**config.mk**
```make
export PLATFORM = sky130hd
export DESIGN_NAME = bcd_scan_counter_flat
export DESIGN_NICKNAME = d
export VERILOG_FILES = /design/src/rtl/seg7_pkg.sv /design/src/rtl/bcd_scan_counter_if.sv /design/src/rtl/bcd_scan_counter_debounce.sv /design/src/rtl/bcd_scan_counter.sv /design/src/flat_wrapper.sv
export SDC_FILE = /design/constraint.sdc
export NUM_CORES = 1
export LEC_CHECK = 0
export CORE_MARGIN = 4
export CORE_UTILIZATION = 60
export DETAILED_ROUTE_END_ITERATION = 16
export MAX_ROUTING_LAYER = met4
export PLACE_DENSITY_LB_ADDON = 0.2
export SKIP_LAST_GASP = 1
export SYNTH_ARGS = -nofsm -noshare
export SYNTH_HDL_FRONTEND = slang
export SYNTH_SLANG_ARGS = --single-unit
```
**constraint.sdc**
```tcl
create_clock -name clock -period 8.06 [get_ports clock]
set_input_delay 2.015 -clock clock [delete_from_list [all_inputs] [get_ports clock]]
set_output_delay 2.015 -clock clock [all_outputs]
set_load 0.1 [all_outputs]
```
**src/rtl/seg7_pkg.sv**
```systemverilog
// ---------------------------------------------------------------------------
// seg7_pkg
// Shared 7-segment definitions for every display block on the board.
// Segment bytes are {a,b,c,d,e,f,g,dp}, active-high, with bit 7 = a and the
// decimal point always off.
//   SEG_0..SEG_9 : patterns for the decimal digits
//   SEG_BLANK    : all segments dark
//   bcd_to_seg() : BCD nibble -> segment byte
// ---------------------------------------------------------------------------
package seg7_pkg;

  localparam logic [7:0] SEG_0     = 8'hFC;
  localparam logic [7:0] SEG_1     = 8'h60;
  localparam logic [7:0] SEG_2     = 8'hDA;
  localparam logic [7:0] SEG_3     = 8'hF2;
  localparam logic [7:0] SEG_4     = 8'h66;
  localparam logic [7:0] SEG_5     = 8'hB6;
  localparam logic [7:0] SEG_6     = 8'hBE;
  localparam logic [7:0] SEG_7     = 8'hE0;
  localparam logic [7:0] SEG_8     = 8'hFE;
  localparam logic [7:0] SEG_9     = 8'hE6;
  localparam logic [7:0] SEG_BLANK = 8'h00;

  // Codes 10..15 cannot come out of a BCD counter. They map to blank so
  // that a corrupted nibble can never light a misleading pattern.
  function automatic logic [7:0] bcd_to_seg(input logic [3:0] bcd);
    logic [7:0] seg;
    case (bcd)
      4'd0:    seg = SEG_0;
      4'd1:    seg = SEG_1;
      4'd2:    seg = SEG_2;
      4'd3:    seg = SEG_3;
      4'd4:    seg = SEG_4;
      4'd5:    seg = SEG_5;
      4'd6:    seg = SEG_6;
      4'd7:    seg = SEG_7;
      4'd8:    seg = SEG_8;
      4'd9:    seg = SEG_9;
      default: seg = SEG_BLANK;
    endcase
    return seg;
  endfunction

endpackage

```
**src/rtl/bcd_scan_counter_if.sv**
```systemverilog
// ---------------------------------------------------------------------------
// bcd_scan_counter_if
// Bundles the button/control inputs and the display/count outputs of
// bcd_scan_counter.
//   s1       : raw bouncing step button, active-high
//   dir      : step direction level (0 = up, 1 = down)
//   clr      : synchronous clear, active-high
//   led      : segment byte {a,b,c,d,e,f,g,dp}
//   digit_en : one-hot digit select, bit 0 = least significant digit
//   count    : packed BCD value, nibble 0 = least significant digit
//   wrap     : one-cycle pulse when a step crosses all-9s <-> all-0s
// The master modport is the counter itself; the slave modport is the board
// side (buttons in, display connector out).
// ---------------------------------------------------------------------------
interface bcd_scan_counter_if #(
  parameter int NUM_DIGITS = 4
);

  logic                    s1;
  logic                    dir;
  logic                    clr;
  logic [7:0]              led;
  logic [NUM_DIGITS-1:0]   digit_en;
  logic [4*NUM_DIGITS-1:0] count;
  logic                    wrap;

  modport master (
    input  s1, dir, clr,
    output led, digit_en, count, wrap
  );

  modport slave (
    output s1, dir, clr,
    input  led, digit_en, count, wrap
  );

endinterface

```
**src/rtl/bcd_scan_counter_debounce.sv**
```systemverilog
// ---------------------------------------------------------------------------
// button_debounce
// Conditions one raw mechanical button into a clean level and a press pulse.
//   clock : system clock, rising edge
//   rst   : asynchronous active-low reset
//   din   : raw asynchronous button input
//   dout  : debounced level
//   rise  : one-cycle pulse after dout goes 0 -> 1
// A new level is accepted only after the synchronised input has differed
// from dout for DEBOUNCE_CYCLES consecutive cycles.
// ---------------------------------------------------------------------------
module button_debounce #(
  parameter int DEBOUNCE_CYCLES = 50000
) (
  input  logic clock,
  input  logic rst,
  input  logic din,
  output logic dout,
  output logic rise
);

  localparam int CW = $clog2(DEBOUNCE_CYCLES + 1);

  logic          sync1;
  logic          sync2;
  logic          level_d;
  logic [CW-1:0] stable_cnt;

  // Two-flop synchroniser for the asynchronous button.
  always_ff @(posedge clock or negedge rst) begin
    if (!rst) begin
      sync1 <= 1'b0;
      sync2 <= 1'b0;
    end else begin
      sync1 <= din;
      sync2 <= sync1;
    end
  end

  // Any cycle where the input agrees with the accepted level restarts the
  // count. The level flips on the cycle that completes the stable run.
  always_ff @(posedge clock or negedge rst) begin
    if (!rst) begin
      stable_cnt <= '0;
      dout       <= 1'b0;
    end else if (sync2 == dout) begin
      stable_cnt <= '0;
    end else if (stable_cnt == CW'(DEBOUNCE_CYCLES - 1)) begin
      stable_cnt <= '0;
      dout       <= sync2;
    end else begin
      stable_cnt <= stable_cnt + 1'b1;
    end
  end

  // Registered rising-edge detector. Releasing the button is ignored, and
  // holding it produces only this single pulse.
  always_ff @(posedge clock or negedge rst) begin
    if (!rst) begin
      level_d <= 1'b0;
      rise    <= 1'b0;
    end else begin
      level_d <= dout;
      rise    <= dout & ~level_d;
    end
  end

endmodule

```
**src/rtl/bcd_scan_counter.sv**
```systemverilog
// ---------------------------------------------------------------------------
// bcd_scan_counter
// Counts debounced button presses in an N-digit BCD counter and scans the
// value onto one shared 7-segment bus.
//   clock : system clock, rising edge
//   rst   : asynchronous active-low reset
//   bus   : bcd_scan_counter_if.master (s1, dir, clr in; led, digit_en,
//           count, wrap out)
// Parameters: NUM_DIGITS (1..8), DEBOUNCE_CYCLES (>= 2), SCAN_DIV (>= 2),
// LEAD_BLANK (1 = blank leading zeros, digit 0 is always shown).
// ---------------------------------------------------------------------------
module bcd_scan_counter
  import seg7_pkg::*;
#(
  parameter int NUM_DIGITS      = 4,
  parameter int DEBOUNCE_CYCLES = 50000,
  parameter int SCAN_DIV        = 10000,
  parameter bit LEAD_BLANK      = 1'b1
) (
  input  logic            clock,
  input  logic            rst,
  bcd_scan_counter_if.master bus
);

  localparam int CNT_W = 4 * NUM_DIGITS;
  localparam int DIV_W = $clog2(SCAN_DIV);
  localparam int IDX_W = (NUM_DIGITS > 1) ? $clog2(NUM_DIGITS) : 1;

  logic                  step;
  logic                  s1_level_unused;
  logic                  dir_s1;
  logic                  dir_s2;
  logic [CNT_W-1:0]      count_q;
  logic [CNT_W-1:0]      next_count;
  logic                  all_wrap;
  logic                  wrap_q;
  logic [DIV_W-1:0]      div_q;
  logic [IDX_W-1:0]      idx_q;
  logic [IDX_W-1:0]      idx_next;
  logic [NUM_DIGITS-1:0] blank;
  logic [3:0]            sel_digit;
  logic [7:0]            led_q;
  logic [NUM_DIGITS-1:0] digit_en_q;

  // Only the press edge steps the counter; the debounced level is not used.
  button_debounce #(
    .DEBOUNCE_CYCLES(DEBOUNCE_CYCLES)
  ) u_s1_debounce (
    .clock(clock),
    .rst  (rst),
    .din  (bus.s1),
    .dout (s1_level_unused),
    .rise (step)
  );

  // Direction is a slow level, so a plain synchroniser is enough.
  always_ff @(posedge clock or negedge rst) begin
    if (!rst) begin
      dir_s1 <= 1'b0;
      dir_s2 <= 1'b0;
    end else begin
      dir_s1 <= bus.dir;
      dir_s2 <= dir_s1;
    end
  end

  // Ripple carry/borrow through the digits: a digit moves only while every
  // lower digit has wrapped. A carry out of the top digit is a full wrap.
  always_comb begin
    logic       carry;
    logic [3:0] digit;
    next_count = count_q;
    carry      = 1'b1;
    digit      = 4'd0;
    for (int k = 0; k < NUM_DIGITS; k++) begin
      digit = count_q[4*k +: 4];
      if (carry) begin
        if (!dir_s2) begin
          if (digit == 4'd9) begin
            next_count[4*k +: 4] = 4'd0;
          end else begin
            next_count[4*k +: 4] = digit + 4'd1;
            carry                = 1'b0;
          end
        end else begin
          if (digit == 4'd0) begin
            next_count[4*k +: 4] = 4'd9;
          end else begin
            next_count[4*k +: 4] = digit - 4'd1;
            carry                = 1'b0;
          end
        end
      end
    end
    all_wrap = carry;
  end

  // Clear takes priority over a coincident step and suppresses wrap.
  always_ff @(posedge clock or negedge rst) begin
    if (!rst) begin
      count_q <= '0;
      wrap_q  <= 1'b0;
    end else begin
      wrap_q <= 1'b0;
      if (bus.clr) begin
        count_q <= '0;
      end else if (step) begin
        count_q <= next_count;
        wrap_q  <= all_wrap;
      end
    end
  end

  // The index moves on the divider's terminal count, giving each digit a
  // dwell of exactly SCAN_DIV cycles.
  always_comb begin
    idx_next = idx_q;
    if (div_q == DIV_W'(SCAN_DIV - 1)) begin
      if (idx_q == IDX_W'(NUM_DIGITS - 1)) begin
        idx_next = '0;
      end else begin
        idx_next = idx_q + 1'b1;
      end
    end
  end

  always_ff @(posedge clock or negedge rst) begin
    if (!rst) begin
      div_q <= '0;
      idx_q <= '0;
    end else begin
      idx_q <= idx_next;
      if (div_q == DIV_W'(SCAN_DIV - 1)) begin
        div_q <= '0;
      end else begin
        div_q <= div_q + 1'b1;
      end
    end
  end

  // Walk down from the top digit: a digit is a leading zero when it and
  // everything above it is zero. Digit 0 never blanks.
  always_comb begin
    logic higher_zero;
    blank       = '0;
    higher_zero = 1'b1;
    for (int k = NUM_DIGITS - 1; k >= 1; k--) begin
      higher_zero = higher_zero & (count_q[4*k +: 4] == 4'd0);
      blank[k]    = LEAD_BLANK & higher_zero;
    end
  end

  always_comb begin
    sel_digit = count_q[{idx_next, 2'b00} +: 4];
  end

  // Segments and enables are registered from the same next index so they
  // switch together and the shared bus never shows a wrong digit.
  always_ff @(posedge clock or negedge rst) begin
    if (!rst) begin
      led_q      <= SEG_0;
      digit_en_q <= NUM_DIGITS'(1);
    end else begin
      digit_en_q <= NUM_DIGITS'(1) << idx_next;
      led_q      <= blank[idx_next] ? SEG_BLANK : bcd_to_seg(sel_digit);
    end
  end

  assign bus.led      = led_q;
  assign bus.digit_en = digit_en_q;
  assign bus.count    = count_q;
  assign bus.wrap     = wrap_q;

endmodule

```
**src/flat_wrapper.sv**
```systemverilog
// flat-port wrapper written by rule: the top's interface ports become plain ports
module bcd_scan_counter_flat import seg7_pkg::*;
#(
  parameter int NUM_DIGITS      = 4,
  parameter int DEBOUNCE_CYCLES = 50000,
  parameter int SCAN_DIV        = 10000,
  parameter bit LEAD_BLANK      = 1'b1
)
  (clock, rst, bus_s1, bus_dir, bus_clr, bus_led, bus_digit_en, bus_count, bus_wrap);
  bcd_scan_counter_if #(.NUM_DIGITS(NUM_DIGITS)) bus_i ();
  input  logic clock;
  input  logic rst;
  input wire logic [$bits(bus_i.s1)-1:0] bus_s1;
  input wire logic [$bits(bus_i.dir)-1:0] bus_dir;
  input wire logic [$bits(bus_i.clr)-1:0] bus_clr;
  output wire logic [$bits(bus_i.led)-1:0] bus_led;
  output wire logic [$bits(bus_i.digit_en)-1:0] bus_digit_en;
  output wire logic [$bits(bus_i.count)-1:0] bus_count;
  output wire logic [$bits(bus_i.wrap)-1:0] bus_wrap;
  assign bus_i.s1 = bus_s1;
  assign bus_i.dir = bus_dir;
  assign bus_i.clr = bus_clr;
  assign bus_led = bus_i.led;
  assign bus_digit_en = bus_i.digit_en;
  assign bus_count = bus_i.count;
  assign bus_wrap = bus_i.wrap;
  bcd_scan_counter #(.NUM_DIGITS(NUM_DIGITS), .DEBOUNCE_CYCLES(DEBOUNCE_CYCLES), .SCAN_DIV(SCAN_DIV), .LEAD_BLANK(LEAD_BLANK)) u_core (.clock(clock), .rst(rst), .bus(bus_i));
endmodule
```
==> results.yml, run 1 <==
placement:
  portBuffers: 32
  dp_slack_ps: 4180
  dp_hpwl_um: 5020
  place_congestion: 0.914
  placedCellCount: 486
power_and_ir_drop:
  cellLeakagePower_nw: 1.88
  p_sw_mw: 0.147
  clkPwrFrac_pct: 48.2
  vdd_drop_max_uv: 160
  switching_share_pct: 21.1
  p_per_area_nw_per_um2: 158
  seq_power_share_pct: 49.1
  power.internal_mw: 0.550
  comb_power_share_pct: 2.7
timing:
  finalCriticalPeriod_ps: 4250
  rsz0062_at_grt: "false"
  layout_setup_ws_ps: 3810
  final_hold_viol_count: 0
  max_slew_margin_pct: 33.3
  fin_tns_setup_ps: 0
  skew_ps: 8.52
  drv_slew: 0
  post-route-period-util_pct: 52.7
  setup_viol: 0
  worst_pin_slew_ps: 998
  fmax_mhz: 235
synth:
  ys_seq_area_share_pct: 43.6
  yosys_warnings: 0
  synth_cells: 406
  synth_cell_types: 65
  syn-cell-area_um2: 3860
  synthFlopType: "dfrtp_1"
  synth-async-reset-ratio_pct: 100
  ys_ff_latch: 67
  synth.avg_cell_area_um2: 9.52
  synth_fp_nets: 419
  synth-edff-count: 0
routing:
  wl_per_cell_um: 14.8
  ant_nets: 0
  num_vias: 2961
  drt_iter0_drc: 291
  drc_errors: 0
  wirelength_um: 7430
  firstDrtPassIters: 6
  vias_per_cell: 5.90
cells_and_area:
  diodes: 0
  fin_cells: 502
  final_util_pct: 72.2
  area_growth_pct: 14.0
  drive_above_1_share_pct: 11.5
  nets: 435
floorplanning:
  start_util_pct: 63.4
  core_area_um2: 6100
  num_rows: 28
  die_y_um: 88.3
  fp.dieW_um: 88.3
  pin_count: 34
  die_area_um2: 7790
clocking:
  post_cts_buffers: 0
  worst_skew_pair.late_latency_ps: 340
  path_clk_slew_ps: 80
  cts_max_level: 3
  cts_sinks: 67
  cts-root-buf: "clkbuf_8"
  cts_buffer_depth: 2
  hold_buffers: 0
  numCtsBuffers: 9
  cts_resized: 0
  cts_tree: "yes"
worst_setup_path:
  required_ps: 6050
  crit_fanout: 16
  cpPeakStageDelay_ps: 1230
  critPathTopFamily: "buffers and inverters"
  critical_path_arrival_ps: 2230
  end_kind: "output pin"
  worstSetupPathType: "flip-flop to output pin"
  crit_buf_inv: 1
  cp-start-kind: "flip-flop"
  crit_chain: "clkdlybuf4s50_1"
  slowest_stage: "clkdlybuf4s50_1"
status:
  status: "finished, final reports clean"
global_route:
  grt_antenna_before_repair: 0
  grtUsageTotal_pct: 22.1
  overflow: 0
  grt_max_degree: 68
  grt_pass1_wl_um: 13000
  first_global_vias: 2697
min_path:
  hp-class: "flip-flop to flip-flop"
run:
  drv_cap: 0
-- sequential cells by signal, summed over array words and instances (netlist names), 2 cells and up --
name and cells:
u_core.div_q 14, u_core.bus.led 7, u_core.idx_q 2, u_core.u_s1_debounce.stable_cnt 16
u_core.bus.digit_en 4, u_core.bus.count 16
-- cells by family after synthesis --
kind of cell | Yosys count | synth area share (%)
AO/OA/AOI/OAI | 69 | 12.3
other | 1 | 0.0970
XOR/XNOR | 39 | 8.84
flip-flops | 67 | 43.6
AND/OR/NAND/NOR | 165 | 22.1
multiplexers | 21 | 6.57
buffers and inverters | 36 | 3.88
adder cells (fa/ha/maj) | 8 | 2.59
-- cell usage after synthesis (2+ instances only) --
cell type | instances | share of area [%]
mux2_2 | 7 | 2.0
xor2_1 | 20 | 4.5
nand3_1 | 10 | 1.3
a22o_1 | 2 | 0.45
ha_1 | 8 | 2.6
and2_1 | 2 | 0.32
o211ai_1 | 2 | 0.39
a311oi_1 | 3 | 0.68
a32o_1 | 3 | 0.78
nand4_1 | 6 | 0.97
dfstp_2 | 7 | 4.8
and3_1 | 9 | 1.5
nor4_1 | 2 | 0.32
and3b_1 | 3 | 0.68
a2bb2oi_1 | 2 | 0.45
a22oi_1 | 2 | 0.39
a31oi_1 | 3 | 0.49
o21ai_0 | 16 | 2.1
nor3_1 | 11 | 1.4
dfrtp_1 | 60 | 39
nand3b_1 | 5 | 0.97
nor2b_1 | 9 | 1.5
inv_1 | 6 | 0.58
mux2i_1 | 10 | 2.6
clkbuf_1 | 21 | 2.0
nor2_1 | 54 | 5.2
o31ai_1 | 6 | 1.2
nor3b_1 | 6 | 1.2
mux4_2 | 2 | 1.2
or2_2 | 3 | 0.49
or3b_2 | 2 | 0.45
o2bb2ai_1 | 2 | 0.45
or4_1 | 2 | 0.39
mux2_4 | 2 | 0.78
buf_2 | 5 | 0.65
xnor2_1 | 19 | 4.3
nand2_1 | 31 | 3.0
a21oi_1 | 16 | 2.1
-- routing by layer --
layer | track usage, % | share of wire [%] | wire [µm] | vias to the layer above
met3 | 4.00 | 5.9 | 435 | 10
met5 | - | 0 | 0 | -
met1 | 31.0 | 48 | 3540 | 1414
met2 | 32.2 | 45 | 3350 | 84
li1 | - | - | - | 1453
met4 | 8.52 | 1.5 | 112 | 0
-- stage by stage --
step	hold slack (ps)	power, mW	area (µm²)
after floorplan	331	0.358	3860
after global placement	334	0.367	4170
after detailed placement	341	0.368	4170
after CTS	358	0.706	4400
after global routing	359	0.724	4400
final	354	0.697	4400
-- layout make-up --
class                           instances  area (µm²)
Sequential cell                        67        1690
Clock inverter                          6         111
Multi-Input combinational cell        303        2030
Clock buffer                           10         128
Tap cell                               75        93.8
Fill cell                             468        1690
Inverter                                7        26.3
Timing Repair Buffer                   34         330
-- final timing paths --
check | end | cells after the start | slack, ps | from
setup / recovery | bus_count[8] | 1 | 3810 | u_core.bus.count[8]
hold / removal | u_core.u_s1_debounce.sync2 | 0 | 350 | u_core.u_s1_debounce.sync1
setup reg to reg | u_core.bus.led[3] | 13 | 4360 | u_core.div_q[6]
hold reg to reg | u_core.u_s1_debounce.sync2 | 0 | 350 | u_core.u_s1_debounce.sync1
max in group asynchronous | u_core.u_s1_debounce.sync2 | 2 | 5670 | rst
min in group asynchronous | u_core.bus.count[13] | 2 | 1850 | rst
-- cells in the final DEF, fill, tap and decap left out, drive strengths merged, types with 9 or more instances in the layout --
master / netlist / final
o21ai: 16 / 16
mux2: 9 / 9
and3: 10 / 10
mux2i: 10 / 10
a21oi: 17 / 17
xnor2: 19 / 19
clkbuf: 23 / 10
clkdlybuf4s50: 0 / 31
nand2: 32 / 32
nor2b: 9 / 9
nor2: 54 / 54
dfrtp: 60 / 60
nand3: 10 / 10
xor2: 20 / 20
nor3: 11 / 11
-- power by group through the flow --
stage               clock network, mW  logic, mW  registers, mW
floorplan                           0     0.0116          0.346
global placement                    0     0.0190          0.348
detailed placement                  0     0.0197          0.348
CTS                             0.344     0.0198          0.342
global route                    0.360     0.0222          0.342
finish                          0.336     0.0191          0.342
No activity file was read; power rests on OpenSTA's default activity.
==> run 2, diff against run 1 <==
CORE_UTILIZATION = 58   (was 60)
clock period = 4 ns   (was 8.06 ns; I/O delays follow)
==> results.yml, run 2 (same netlist as run 1, synthesis figures left out) <==
clocking:
  cts_tree: "yes"
  worst_skew_pair.late_latency_ps: 350
  numCtsBuffers: 9
  hold_buffers: 0
  cts_sinks: 67
  path_clk_slew_ps: 80
  cts_buffer_depth: 2
  cts-root-buf: "clkbuf_8"
  cts_max_level: 3
  cts_resized: 0
  post_cts_buffers: 0
timing:
  final_hold_viol_count: 0
  fin_tns_setup_ps: 0
  rsz0062_at_grt: "false"
  skew_ps: 7.44
  post-route-period-util_pct: 85.5
  worst_pin_slew_ps: 1110
  max_slew_margin_pct: 25.9
  setup_viol: 0
  fmax_mhz: 293
  finalCriticalPeriod_ps: 3420
  drv_slew: 0
worst_setup_path:
  cp-start-kind: "flip-flop"
  slowest_stage: "or4b_4"
  crit_chain: "or4b_4, nor4_4, buf_4, mux2i_1, o211ai_4, inv_1, ha_1, inv_1, nor2_1, mux2i_1, nand4_1, o311ai_0, a21oi_1"
  end_kind: "flip-flop"
  required_ps: 4270
  crit_fanout: 21
  cpPeakStageDelay_ps: 570
  worstSetupPathType: "flip-flop to flip-flop"
  reg2reg_slack_ps: 580
  critical_path_arrival_ps: 3690
routing:
  highest_layer: "met4"
  ant_nets: 0
  met3WireLength_um: 388
  wl_met2_um: 3740
  wl_met1_um: 3620
  num_vias: 2985
  vias_per_cell: 5.90
  firstDrtPassIters: 5
  wl_per_cell_um: 15.6
  wirelength_um: 7870
  drt_iter0_drc: 109
  drc_errors: 0
min_path:
  hp-class: "flip-flop to flip-flop"
cells_and_area:
  drive_above_1_share_pct: 13.3
  diodes: 0
  nFillCells: 503
  area_growth_pct: 14.0
  mostFrequentLayoutCell: "dfrtp_1"
  nets: 437
  layout_common_cells: "dfrtp_1 (60), nor2_1 (54), nand2_1 (31)"
power_and_ir_drop:
  cellLeakagePower_nw: 1.91
  vdd_drop_max_uv: 221
  p_total_mw: 1.41
  p_per_area_nw_per_um2: 321
floorplanning:
  core_area_um2: 6420
  pin_count: 34
  start_util_pct: 60.2
  num_rows: 29
  die_area_um2: 8030
  die_y_um: 89.6
  fp.dieW_um: 89.6
placement:
  dp_hpwl_um: 5180
  place_congestion: 0.930
  portBuffers: 32
run:
  drv_cap: 0
global_route:
  grt_max_degree: 52
  grtUsageTotal_pct: 21.6
  grt_antenna_before_repair: 0
  first_global_vias: 2687
  overflow: 0
  grt_pass1_wl_um: 12900
status:
  status: "finished, final reports clean"
run 2: cell count changes in the layout (fill, tap and decap cells not counted):
cell / before / now
buf_4: 2 / 10
clkinv_4: 0 / 1
clkdlybuf4s50_1: 31 / 25
clkinvlp_4: 1 / 0
run 2: cell type report:
| class | count | area, µm² | share of cell area (%) |
|---|---|---|---|
| Inverter | 7 | 26.3 | 0.596 |
| Clock buffer | 10 | 128 | 2.90 |
| Sequential cell | 67 | 1690 | 38.2 |
| Timing Repair Buffer | 36 | 330 | 7.49 |
| Clock inverter | 6 | 113 | 2.55 |
| Multi-Input combinational cell | 303 | 2030 | 46.0 |
| Tap cell | 77 | 96.3 | 2.19 |
run 2: power breakdown:
group	leakage (nW)	internal [mW]	total [mW]	switching [mW]
sequential	0.886	0.682	0.686	0.00377
combinational	0.901	0.0118	0.0428	0.0310
clock	0.121	0.417	0.686	0.269
run 2: per-layer routing:
metal  up-vias  global-route usage [%]
met1      1421                    28.4
li1       1464                       -
met2        87                    33.2
met5         -                       -
met3        13                    5.02
met4         0                    6.63
run 2: through the flow:
step                utilization [%]  hold WS (ps)  setup slack [ps]  std cells  cell area [µm²]
CTS                            68.6           354               613        506             4410
global placement               64.9           333               917        490             4170
finish                         68.6           353               582        506             4410
floorplan                         -           331               804        406             3860
detailed placement             64.9           337               768        490             4170
global route                   68.6           364               430        506             4410
run 2: critical path: cells and delay by family, from the launching register on:
family	cells	cell delay (ps)
flops	1	440
fa+ha+maj	1	210
buf+inv	3	520
compound gates	3	480
mux	2	450
simple gates	4	1250
run 2: final timing paths:
| check | cells after the start | endpoint | start |
|---|---|---|---|
| max in group asynchronous | 2 | u_core.u_s1_debounce.stable_cnt[13] | rst |
| min in group asynchronous | 1 | u_core.bus.led[1] | rst |
| worst max-delay path | 13 | u_core.bus.led[3] | u_core.div_q[6] |
| worst max register to register | 13 | u_core.bus.led[3] | u_core.div_q[6] |
| worst min-delay path | 0 | u_core.dir_s2 | u_core.dir_s1 |
| worst min register to register | 0 | u_core.dir_s2 | u_core.dir_s1 |
==> run 3, diff against run 2 <==
ABC_AREA = 0   (was default)
CTS_CLUSTER_SIZE = 20   (was default)
GPL_TIMING_DRIVEN = 0   (was default)
==> results.yml, run 3 (same netlist as run 1, synthesis figures left out) <==
clocking:
  hold_buffers: 0
  numCtsBuffers: 9
  cts_resized: 0
  cts-root-buf: "clkbuf_8"
  cts_max_level: 3
  post_cts_buffers: 0
  cts_tree: "yes"
  cts_buffer_depth: 2
  worst_skew_pair.late_latency_ps: 340
  cts_sinks: 67
  path_clk_slew_ps: 70
placement:
  postPlaceCellArea_um2: 4270
  dp_hpwl_um: 5670
  dp_slack_ps: 467
  placedCellCount: 514
  place_congestion: 0.865
  portBuffers: 31
routing:
  wl_per_cell_um: 15.0
  firstDrtPassIters: 5
  wirelength_um: 7940
  drt_iter0_drc: 197
  num_vias: 3110
  drc_errors: 0
  vias_per_cell: 5.87
  ant_nets: 0
timing:
  setup_viol: 0
  post-route-period-util_pct: 89.5
  final_hold_viol_count: 0
  whs_ps: 355
  finalCriticalPeriod_ps: 3580
  layout_setup_ws_ps: 420
  fmax_mhz: 279
  drv_slew: 0
  fin_tns_setup_ps: 0
  worst_pin_slew_ps: 976
  max_slew_margin_pct: 34.7
  skew_ps: 10.2
  rsz0062_at_grt: "false"
worst_setup_path:
  cp-start-kind: "flip-flop"
  reg2reg_slack_ps: 420
  worstSetupPathType: "flip-flop to flip-flop"
  crit_fanout: 10
  critical_path_arrival_ps: 3830
  required_ps: 4250
  end_kind: "flip-flop"
cells_and_area:
  layout_common_cells: "dfrtp_1 (60), nor2_1 (54), nand2_1 (31)"
  nFillCells: 487
  final_util_pct: 69.6
  multi_input_area_um2: 2030
  fin_cells: 530
  nets: 461
  area_growth_pct: 15.7
  drive_above_1_share_pct: 12.4
  diodes: 0
  seqCellArea_um2: 1690
  fin_area_um2: 4470
  mostFrequentLayoutCell: "dfrtp_1"
min_path:
  hp-class: "flip-flop to flip-flop"
global_route:
  first_global_vias: 2864
  grt_pass1_wl_um: 13700
  grt_max_degree: 68
  grt_antenna_before_repair: 0
  overflow: 0
  grtUsageTotal_pct: 22.6
power_and_ir_drop:
  vdd_drop_max_uv: 201
  cellLeakagePower_nw: 1.92
  p_total_mw: 1.30
  p_per_area_nw_per_um2: 290
status:
  status: "finished, final reports clean"
run:
  drv_cap: 0
floorplanning:
  start_util_pct: 60.2
  num_rows: 29
  die_area_um2: 8030
  fp.dieW_um: 89.6
  core_area_um2: 6420
  die_y_um: 89.6
  pin_count: 34
[run 3: cell count changes in the layout (fill, tap and decap cells not counted), moves of 2 or more]
cell,previous run,this run
clkbuf_1,1,21
buf_2,1,5
clkdlybuf4s50_1,25,30
buf_4,10,2
bufinv_16,3,1
[run 3: layout make-up]
cell class,instances,area share (%)
Multi-Input combinational cell,303,45.4
Sequential cell,67,37.7
Timing Repair Buffer,31,6.88
Clock buffer,10,3.08
Buffer,29,2.77
Tap cell,77,2.15
Clock inverter,6,1.45
Inverter,7,0.588
[run 3: metal layers]
| metal | GRT usage, % | share of wire, % | up-vias |
|---|---|---|---|
| met5 | - | 0 | - |
| met4 | 6.50 | 1.3 | 0 |
| met3 | 4.11 | 5.1 | 10 |
| met2 | 34.6 | 46 | 84 |
| met1 | 31.0 | 47 | 1509 |
| li1 | - | - | 1507 |
[run 3: path summary, 6_finish.rpt]
kind | start | to | cells past startpoint
max | u_core.div_q[6] | u_core.bus.led[3] | 13
min | u_core.dir_s1 | u_core.dir_s2 | 0
max reg2reg | u_core.div_q[6] | u_core.bus.led[3] | 13
min reg2reg | u_core.dir_s1 | u_core.dir_s2 | 0
max in group asynchronous | rst | u_core.bus.count[9] | 1
min in group asynchronous | rst | u_core.bus.led[1] | 1
[run 3: power breakdown]
group,switching [mW],total [mW],internal [mW]
Combinational,0.0332,0.0443,0.0111
Sequential,0.00336,0.685,0.682
Clock,0.263,0.567,0.304
Total,0.299,1.30,0.997
[run 3: critical path: stages (launching register included)]
cell	delay, ps
dfrtp_1	430
or4b_4	560
nor4_4	440
clkbuf_4	310
mux2_4	380
mux2i_1	140
mux2_2	320
ha_1	270
inv_1	100
nor2_1	50
mux2i_1	130
nand4_1	120
o311ai_0	120
a21oi_1	130
